`src/rtl/pt_check_pkg.sv`:
```
// Shared types and defaults for the plaintext printable-check block.
package pt_check_pkg;

  localparam logic [7:0] CHAR_LO_DEF = 8'h20;
  localparam logic [7:0] CHAR_HI_DEF = 8'h7E;

  typedef enum logic [1:0] {
    IDLE      = 2'd0,
    FETCH_LEN = 2'd1,
    LEN       = 2'd2,
    SCAN      = 2'd3
  } state_t;

endpackage

```
`src/rtl/pt_is_printable.sv`:
```
// Combinational printable-range test on one byte (unsigned, inclusive bounds).
module pt_is_printable
  import pt_check_pkg::*;
#(
  parameter logic [7:0] CHAR_LO = CHAR_LO_DEF,
  parameter logic [7:0] CHAR_HI = CHAR_HI_DEF
) (
  input  logic [7:0] data,
  output logic       printable
);

  assign printable = (data >= CHAR_LO) && (data <= CHAR_HI);

endmodule

```
`src/rtl/pt_check.sv`:
```
// Scans a length-prefixed message in plaintext memory and flags whether every byte is printable.
// Optional macro PT_CHECK_BADIDX_EN adds the bad_idx output (index of the first offending byte).
module pt_check
  import pt_check_pkg::*;
#(
  parameter logic [7:0] CHAR_LO = CHAR_LO_DEF,
  parameter logic [7:0] CHAR_HI = CHAR_HI_DEF
) (
  input  logic       clk,
  input  logic       rst_n,
  input  logic       en,
  output logic       rdy,
  output logic [7:0] pt_addr,
  input  logic [7:0] pt_rddata,
  output logic       valid
`ifdef PT_CHECK_BADIDX_EN
  ,
  output logic [7:0] bad_idx
`endif
);

  state_t     state;
  logic [7:0] len;
  logic [8:0] idx;   // 9 bits so i=255 compares cleanly against L
  logic       byte_ok;
  logic       scan_last;
  logic       scan_more;

  pt_is_printable #(
    .CHAR_LO (CHAR_LO),
    .CHAR_HI (CHAR_HI)
  ) u_prn (
    .data      (pt_rddata),
    .printable (byte_ok)
  );

  assign rdy       = (state == IDLE);
  assign scan_last = (idx == {1'b0, len});
  // Only prefetch a further byte while one remains; the address never passes L.
  assign scan_more = ((idx + 9'd1) < {1'b0, len});

  always_ff @(posedge clk) begin
    if (!rst_n) begin
      state   <= IDLE;
      pt_addr <= 8'd0;
      valid   <= 1'b0;
      len     <= 8'd0;
      idx     <= 9'd0;
    end else begin
      unique case (state)
        IDLE: begin
          if (en) begin
            state   <= FETCH_LEN;
            valid   <= 1'b0;
            pt_addr <= 8'd0;
          end
        end
        FETCH_LEN: begin
          state   <= LEN;
          pt_addr <= 8'd1;
        end
        LEN: begin
          len <= pt_rddata;
          if (pt_rddata == 8'd0) begin
            state   <= IDLE;
            valid   <= 1'b1;
            pt_addr <= 8'd0;
          end else begin
            state   <= SCAN;
            idx     <= 9'd1;
            pt_addr <= (pt_rddata > 8'd1) ? 8'd2 : 8'd1;
          end
        end
        SCAN: begin
          if (!byte_ok) begin
            state   <= IDLE;
            valid   <= 1'b0;
            pt_addr <= 8'd0;
          end else if (scan_last) begin
            state   <= IDLE;
            valid   <= 1'b1;
            pt_addr <= 8'd0;
          end else begin
            idx <= idx + 9'd1;
            if (scan_more) pt_addr <= idx[7:0] + 8'd2;
          end
        end
      endcase
    end
  end

`ifdef PT_CHECK_BADIDX_EN
  always_ff @(posedge clk) begin
    if (!rst_n) begin
      bad_idx <= 8'd0;
    end else if (state == LEN && pt_rddata == 8'd0) begin
      bad_idx <= 8'd0;
    end else if (state == SCAN) begin
      if (!byte_ok)       bad_idx <= idx[7:0];
      else if (scan_last) bad_idx <= 8'd0;
    end
  end
`endif

endmodule

```
`config.mk`:
```
export PLATFORM = sky130hd
export DESIGN_NAME = pt_check
export DESIGN_NICKNAME = d
export VERILOG_FILES = /design/src/rtl/pt_check_pkg.sv /design/src/rtl/pt_is_printable.sv /design/src/rtl/pt_check.sv
export SDC_FILE = /design/constraint.sdc
export NUM_CORES = 1
export LEC_CHECK = 0
export CORE_ASPECT_RATIO = 0.7
export CORE_MARGIN = 5
export CORE_UTILIZATION = 55
export DETAILED_ROUTE_END_ITERATION = 12
export PLACE_DENSITY = 0.79
export SYNTH_ARGS = -nofsm -noshare
export SYNTH_HDL_FRONTEND = slang
export SYNTH_SLANG_ARGS = --single-unit
```
`constraint.sdc`:
```
create_clock -name clk -period 4.3 [get_ports clk]
set_clock_uncertainty 0.05 [all_clocks]
set_input_delay 0.43 -clock clk [delete_from_list [all_inputs] [get_ports clk]]
set_output_delay 0.43 -clock clk [all_outputs]
set_load 0.01 [all_outputs]
```
Word level (Yosys, flattened, before mapping)
Cells that the tools add are included.

Flip-flop bits (word level): 28. Latch bits: 0. Memory bits (writable): 0. Bits in read-only memories: 0. Input port bits: 11. Output and inout bits: 10. Memories: 0.

Add/sub/neg operators: 2. Multipliers: 0. Div/mod/pow operators: 0. Order comparisons: 4. Equality and inequality tests: 11. Shifts and indexed selects: 0. Muxes and demuxes: 21. Bitwise logic cells: 0. Reductions and logical operators: 9.

Operators with widths (number): 2-to-1 mux 8 bit (4); case mux 8 bit (4 select lines) (1); 2-to-1 mux 9 bit (3); case mux 9 bit (2 select lines) (1); 2-to-1 mux 2 bit (6); inequality test 2 bit (second input constant) (5); adder 9 x 1 -> 9 bit (second input constant) (1); equality test 9 x 8 -> 1 bit (1); less-than comparator 9 x 8 -> 1 bit (1); adder 8 x 2 -> 8 bit (second input constant) (1); >= comparator 8 x 6 -> 1 bit (second input constant) (1); > comparator 8 x 1 -> 1 bit (second input constant) (1); less-or-equal comparator 8 x 7 -> 1 bit (second input constant) (1); zero test 8 bit (1); case mux 2 bit (4 select lines) (1); AND reduction 4 bit (2); equality test 2 bit (second input constant) (2); 2-to-1 mux 1 bit (4); inequality test 4 bit (second input constant) (1); AND reduction 2 bit (2); inequality test 3 bit (second input constant) (1); case mux 1 bit (3 select lines) (1); nonzero test 3 bit (1); equality test 2 x 1 -> 1 bit (second input constant) (1); 3 further kinds (3).

Logic depth before layout (Yosys ltp)
Gate-level depths: netlist of run 1.

Depth in word-level cells: 6. Gate-level depth with buffers: 10.

By module
From an unflattened synthesis of run 1, not the netlist that was laid out.

Cells, all modules: 217. Area, all modules: 1747.9 um^2.

By module, submodules not included: pt_check (times used 1, cells an instance 214, area each 1715.4 um^2, sequential area each 560.5 um^2); pt_is_printable (times used 1, cells an instance 3, area each 32.5 um^2, sequential area each 0.0 um^2).

Worst setup path before layout of run 1
OpenSTA, ideal clock, no wires.

Kind: flip-flop to flip-flop. Start point: register idx[1]. End point: register pt_addr[2]. Arrival time: 2460 ps. Slack: 1713 ps. Cell stages (with the launch flop): 11. Path buffers: 0. Cell sequence: dfxtp_1 ha_1 nand3_1 nor2_1 xor2_1 ha_1 a21o_1 a211o_1 nor3_2 nand4_1 o22ai_1.

Word-level cells in the longest chain between the ends: 5. Elaborated cells between the ends (all ways): 10. Those cells by class: 2 x add/sub; 1 x order compare; 2 x eq/ne; 4 x mux; 1 x reduce/logical.

Ends and longest elaborated chain: start, declared (RTL line pt_check.sv:24) `logic [8:0] idx;`; start signal, assigned (RTL line pt_check.sv:84) `idx <= idx + 9'd1;`; branches (longest 5 deep; another with adder 9 x 1 -> 9 bit); end signal, assigned (RTL line pt_check.sv:71) `pt_addr <= (pt_rddata > 8'd1) ? 8'd2 : 8'd1;`; end signal, assigned (RTL line pt_check.sv:85) `if (scan_more) pt_addr <= idx[7:0] + 8'd2;`; end, declared (RTL line pt_check.sv:13) `output logic [7:0] pt_addr,`.

Parallel ways; which one is timed is not known. The select of a mux whose other input is x is not followed. A chain may end at the register's enable or synchronous reset.

Final worst setup path of run 1
Same ends and word-level chain as after synthesis.

==> flow_metrics.tcl, run 1 <==
set metrics [dict create \
    status "finished clean" \
    leakagePower_nw 0.714 \
    clockBufferDepth 2 \
    hp-start "pt_addr[3]" \
    grt_pass1_vias 1390 \
    rr_startpoint "idx[1]" \
    required_ps 4460 \
    grt_max_degree 19 \
    start_util 0.560 \
    cts_root_buf "clkbuf_8" \
    cts-hold-fix-buffers 0 \
    num_rows 17 \
    yosysSeqAreaShare 0.324 \
    critical_path_class "reg -> reg" \
    crit_fanout 6 \
    ant_nets 0 \
    crit_path_start "idx[1]" \
    die_y_um 56.9 \
    hold_class "reg -> reg" \
    dp_cells 255 \
    area_delta_synth_final_pct 14.9 \
    die_width_um 77.0 \
    final_cell_mix "34 x nand2_1, 28 x dfxtp_1, 20 x clkdlybuf4s50_1" \
    drt-met1-wl_um 2000 \
    gr-total-overflow 0 \
    syn-num-nets 229 \
    synthesis.area_um2 1730 \
    layout-drive-gt1-share 0.0724 \
    setup_tns_ps 0 \
    drt_iter0_drc 132 \
    drv_cap 0 \
    h-tree-depth 1 \
    die_area_um2 4380 \
    routed_wl_um 3840 \
    cp.arrival_ps 3150 \
    via_count 1477 \
    cp-start-kind "flip-flop" \
    synth-edff-count 0 \
    routed.top_layer "met4" \
    io_buffers 20 \
    diodes 0 \
    ys_ff_latch 28 \
    grt_usage 0.184 \
    fin_crit_sh 0.695 \
    drc_errors 0 \
    core_um2 3080 \
    cts_resized 0 \
    r2r_setup_slack_ps 1310 \
    async_reset_ff_frac 0 \
    grt_first_pass_wirelength_um 6630 \
    fin_nets 243 \
    netlist_instances 208 \
    stdcell_count 259 \
    reg2reg_to "pt_addr[2]" \
    ys.flop_type "dfxtp_1" \
    cts_buffers 3 \
    ys_types 46 \
    vias_per_cell 5.70 \
    dr_wl_met2_um 1570 \
    dp_hpwl_um 2930 \
    vdd_drop_max_v 0.000216 \
    path_clk_slew_ps 100 \
    maxSlewHeadroom 0.484 \
    tightest_slew_ps 768 \
    clkLatencyLatePin_ps 280 \
    reg2regPathDepth 10 \
    avgRoutedWirePerCell_um 14.8 \
    grt_setup_unrepaired "false" \
    layout_commonest_cell "nand2_1" \
    ios 21 \
    setup_viol 0 \
    cts_setup_buffers 0 \
    dr.pass1.iters 4 \
    synth_area_per_cell_um2 8.31 \
    antenna_found_initial 0 \
    powerDensity_nw_per_um2 305 \
    finalMaxSlewViolations 0 \
    gp_congestion 0.881 \
    endpoint_kind "flip-flop" \
    yosysWarnings 0 \
    cts_tree "built" \
    cts_sinks 28 \
    fill_cells 263 \
    wl_met3_um 256 \
    min_to "pt_addr[3]" \
    hold_viol 0 \
    whs_path_depth 2 \
    max_freq_mhz 335 \
    fin_crit_ps 2990 \
]
==> metal layers <==
metal | up-vias | track usage
met1 | 666 | 0.273
li1 | 762 | -
met2 | 45 | 0.281
met4 | 0 | 0.0147
met5 | - | 0
met3 | 4 | 0.0417
==> sequential cells by signal, indices dropped and copies added, names as in the netlist <==
signal,count
idx,9
len,8
pt_addr,8
state,2
valid,1
==> area by class of cell <==
class,instances,area (um2),area share
Sequential cell,28,561,0.282
Inverter,11,41.3,0.0208
Clock buffer,3,41.3,0.0208
Clock inverter,1,30.0,0.0151
Timing Repair Buffer,21,208,0.105
Multi-Input combinational cell,157,1060,0.532
Tap cell,38,47.5,0.0239
==> worst max-delay path, stage by stage, from the launching register on <==
cell	delay (ps)
dfxtp_1	460
ha_1	270
nand3_1	220
nor2_1	180
xor2_1	210
ha_1	290
a21o_1	190
a211o_1	300
nor3_2	230
nand4_1	270
o22ai_1	240
==> logic make-up after synthesis <==
| group | count (synthesis) | synth area share |
|---|---|---|
| and+or+nand+nor | 79 | 0.246 |
| AOI/OAI and AO/OA | 47 | 0.184 |
| DFF | 28 | 0.324 |
| buffers and inverters | 23 | 0.0637 |
| xor gates and xnor gates | 18 | 0.0912 |
| adders and majority gates | 10 | 0.0724 |
| muxes | 3 | 0.0181 |
==> cells in the mapped netlist (3+ instances only) <==
master | number | area [um2]
clkbuf_1 | 4 | 15.0
ha_1 | 10 | 125
nand3_1 | 6 | 30.0
xnor2_1 | 9 | 78.8
inv_1 | 10 | 37.5
nand2_1 | 34 | 128
a21oi_1 | 18 | 90.1
o22ai_1 | 6 | 37.5
nor2_1 | 10 | 37.5
nand4_1 | 4 | 25.0
a211oi_1 | 4 | 30.0
buf_4 | 3 | 22.5
o21ai_0 | 3 | 15.0
nor3_1 | 4 | 20.0
nand3b_1 | 6 | 45.0
dfxtp_1 | 28 | 561
nand2b_1 | 3 | 18.8
xor2_1 | 9 | 78.8
buf_2 | 4 | 20.0
==> stage by stage <==
step                      cell area, um2  setup WS, ps   util  hold WS, ps  total power, mW
final                               1990          1310  0.644          426            0.605
after global placement              1910          1510  0.621          401            0.399
after CTS                           1990          1310  0.644          427            0.611
after global routing                1990          1050  0.644          445            0.632
after floorplan                     1730          1710      -          391            0.361
after detailed placement            1910          1370  0.621          409            0.401
==> how the worst max path moves through the flow <==
stage                 endpoint  slack (ps)  cells past startpoint
floorplan           pt_addr[2]        1710                     10
global placement    pt_addr[2]        1510                     10
detailed placement  pt_addr[2]        1370                     10
CTS                 pt_addr[2]        1310                     10
global route        pt_addr[2]        1050                     10
finish              pt_addr[2]        1310                     10
==> power breakdown <==
| part | leakage [nW] | switching (mW) | internal [mW] |
|---|---|---|---|
| logic | 0.452 | 0.0652 | 0.0495 |
| registers | 0.227 | 0.0116 | 0.270 |
| clock network | 0.0357 | 0.0846 | 0.125 |
(Power assumes the default switching activity.)
==> run 2: changes to the inputs <==
==> constraint.sdc (replaced) <==
create_clock -name clk -period 3 [get_ports clk]
set_clock_uncertainty 0.05 [all_clocks]
set_input_delay 0.3 -clock clk [delete_from_list [all_inputs] [get_ports clk]]
set_output_delay 0.3 -clock clk [all_outputs]
set_load 0.01 [all_outputs]
==> flow_metrics.tcl, run 2 (synthesis gave the netlist of run 1 again) <==
set metrics [dict create \
    stdcell_count 268 \
    gp_congestion 0.934 \
    largest_register_ff_count 9 \
    vdd_drop_max_v 0.000301 \
    vias_per_cell 5.62 \
    endpoint_kind "flip-flop" \
    die_area_um2 4380 \
    maxSlewHeadroom 0.624 \
    area_delta_synth_final_pct 18.8 \
    dp_cells 263 \
    met1_usage 0.271 \
    status "finished clean" \
    r2r_setup_slack_ps 220 \
    cts_root_buf "clkbuf_8" \
    required_ps 3160 \
    grt_first_pass_wirelength_um 6570 \
    gr-total-overflow 0 \
    top_usage_layer "met1" \
    clockBufferDepth 2 \
    placed_area_um2 1970 \
    seqCellArea_um2 561 \
    largestRegisters "idx x9, len x8, pt_addr x8" \
    ios 21 \
    die_y_um 56.9 \
    layout-drive-gt1-share 0.109 \
    dr.pass1.iters 4 \
    core_um2 3080 \
    cp.arrival_ps 2940 \
    p_int_uw 640 \
    fin_crit_ps 2780 \
    p_seq_frac 0.465 \
    setup_viol 0 \
    drc_errors 0 \
    multi_input_area_um2 1060 \
    tightest_slew_ps 564 \
    clkLatencyLatePin_ps 280 \
    max_freq_mhz 360 \
    h-tree-depth 1 \
    ant_nets 0 \
    clkPwrFrac 0.340 \
    registers.top_by_ff_count "idx" \
    cts_buffers 3 \
    p_sw_uw 227 \
    hold_viol 0 \
    drt_iter0_drc 147 \
    cp-start-kind "flip-flop" \
    drv_cap 0 \
    fin_nets 252 \
    avgRoutedWirePerCell_um 14.3 \
    grt_pass1_vias 1378 \
    switching_share 0.262 \
    met2_usage 0.267 \
    finalMaxSlewViolations 0 \
    critical_path_class "reg -> reg" \
    routed_wl_um 3830 \
    start_util 0.560 \
    setup_tns_ps 0 \
    grt_max_degree 17 \
    dp_hpwl_um 3000 \
    io_buffers 20 \
    num_rows 17 \
    diodes 0 \
    path_clk_slew_ps 100 \
    reg2regPathDepth 11 \
    fill_cells 264 \
    powerDensity_nw_per_um2 423 \
    whs_path_depth 2 \
    antenna_found_initial 0 \
    p_comb_frac 0.195 \
    crit_fanout 6 \
    fin_crit_sh 0.927 \
    grt_usage 0.181 \
    layout_commonest_cell "nand2_1" \
    cts_sinks 28 \
    grt_setup_unrepaired "false" \
    use_met3 0.0465 \
    via_count 1505 \
    die_width_um 77.0 \
    final_cell_mix "34 x nand2_1, 28 x dfxtp_1, 20 x clkdlybuf4s50_1" \
    final_area_um2 2050 \
    hold_class "reg -> reg" \
    cts_tree "built" \
    leakagePower_nw 0.759 \
    cts-hold-fix-buffers 0 \
]
## run 2: cell count changes in the layout (fill, tap and decap cells not counted), sizes merged
cell / previous run / this run
buf: 1 / 10
## run 2: final cells by class
cell class,count,share of cell area
Clock buffer,3,0.0201
Clock inverter,1,0.0146
Inverter,11,0.0201
Multi-Input combinational cell,157,0.515
Sequential cell,28,0.273
Tap cell,38,0.0232
Timing Repair Buffer,30,0.134
## run 2: final timing paths
path | from | to
worst max-delay path | idx[1] | pt_addr[2]
worst min-delay path | pt_addr[0] | pt_addr[0]
worst max register to register | idx[1] | pt_addr[2]
worst min register to register | pt_addr[0] | pt_addr[0]
## run 2: through the flow
stage               power (mW)  worst slack, ps  hold WS [ps]   util
floorplan                0.517              413           386      -
global placement         0.577              323           400  0.640
detailed placement       0.579              245           402  0.640
CTS                      0.873              174           417  0.663
global route             0.908             48.0           445  0.666
finish                   0.867              220           413  0.666
## run 2: what timing repair did
item | 4_1_cts | 5_1_grt
gates resized for setup | 0 | 0
buffers inserted | 0 | 1
endpoints found under the hold margin | 0 | 0
setup endpoints to repair | 0 | 4
## run 2: layer usage
metal / wire, um / part of all wire
met2: 1550 / 0.40
met5: 0 / 0
met4: 31 / 0.0081
met1: 2000 / 0.52
met3: 253 / 0.066
## run 2: power by group through the flow
| stage | clock, mW | sequential (mW) | combinational, mW |
|---|---|---|---|
| 2_1_floorplan | 0 | 0.407 | 0.110 |
| 3_3_place_gp | 0 | 0.411 | 0.166 |
| 3_5_place_dp | 0 | 0.411 | 0.168 |
| 4_1_cts | 0.301 | 0.403 | 0.169 |
| 5_1_grt | 0.315 | 0.406 | 0.187 |
| 6_report | 0.295 | 0.403 | 0.169 |
## run 2: worst max-delay path, stage by stage, from the launching register on
cell and delay, ps:
dfxtp_1 450, ha_1 270, nand3_1 120, nor2_1 140
xor2_1 210, ha_1 280, a21o_1 180, a211o_1 290
nor3_2 250, nand4_1 130, buf_4 180, o22ai_1 160
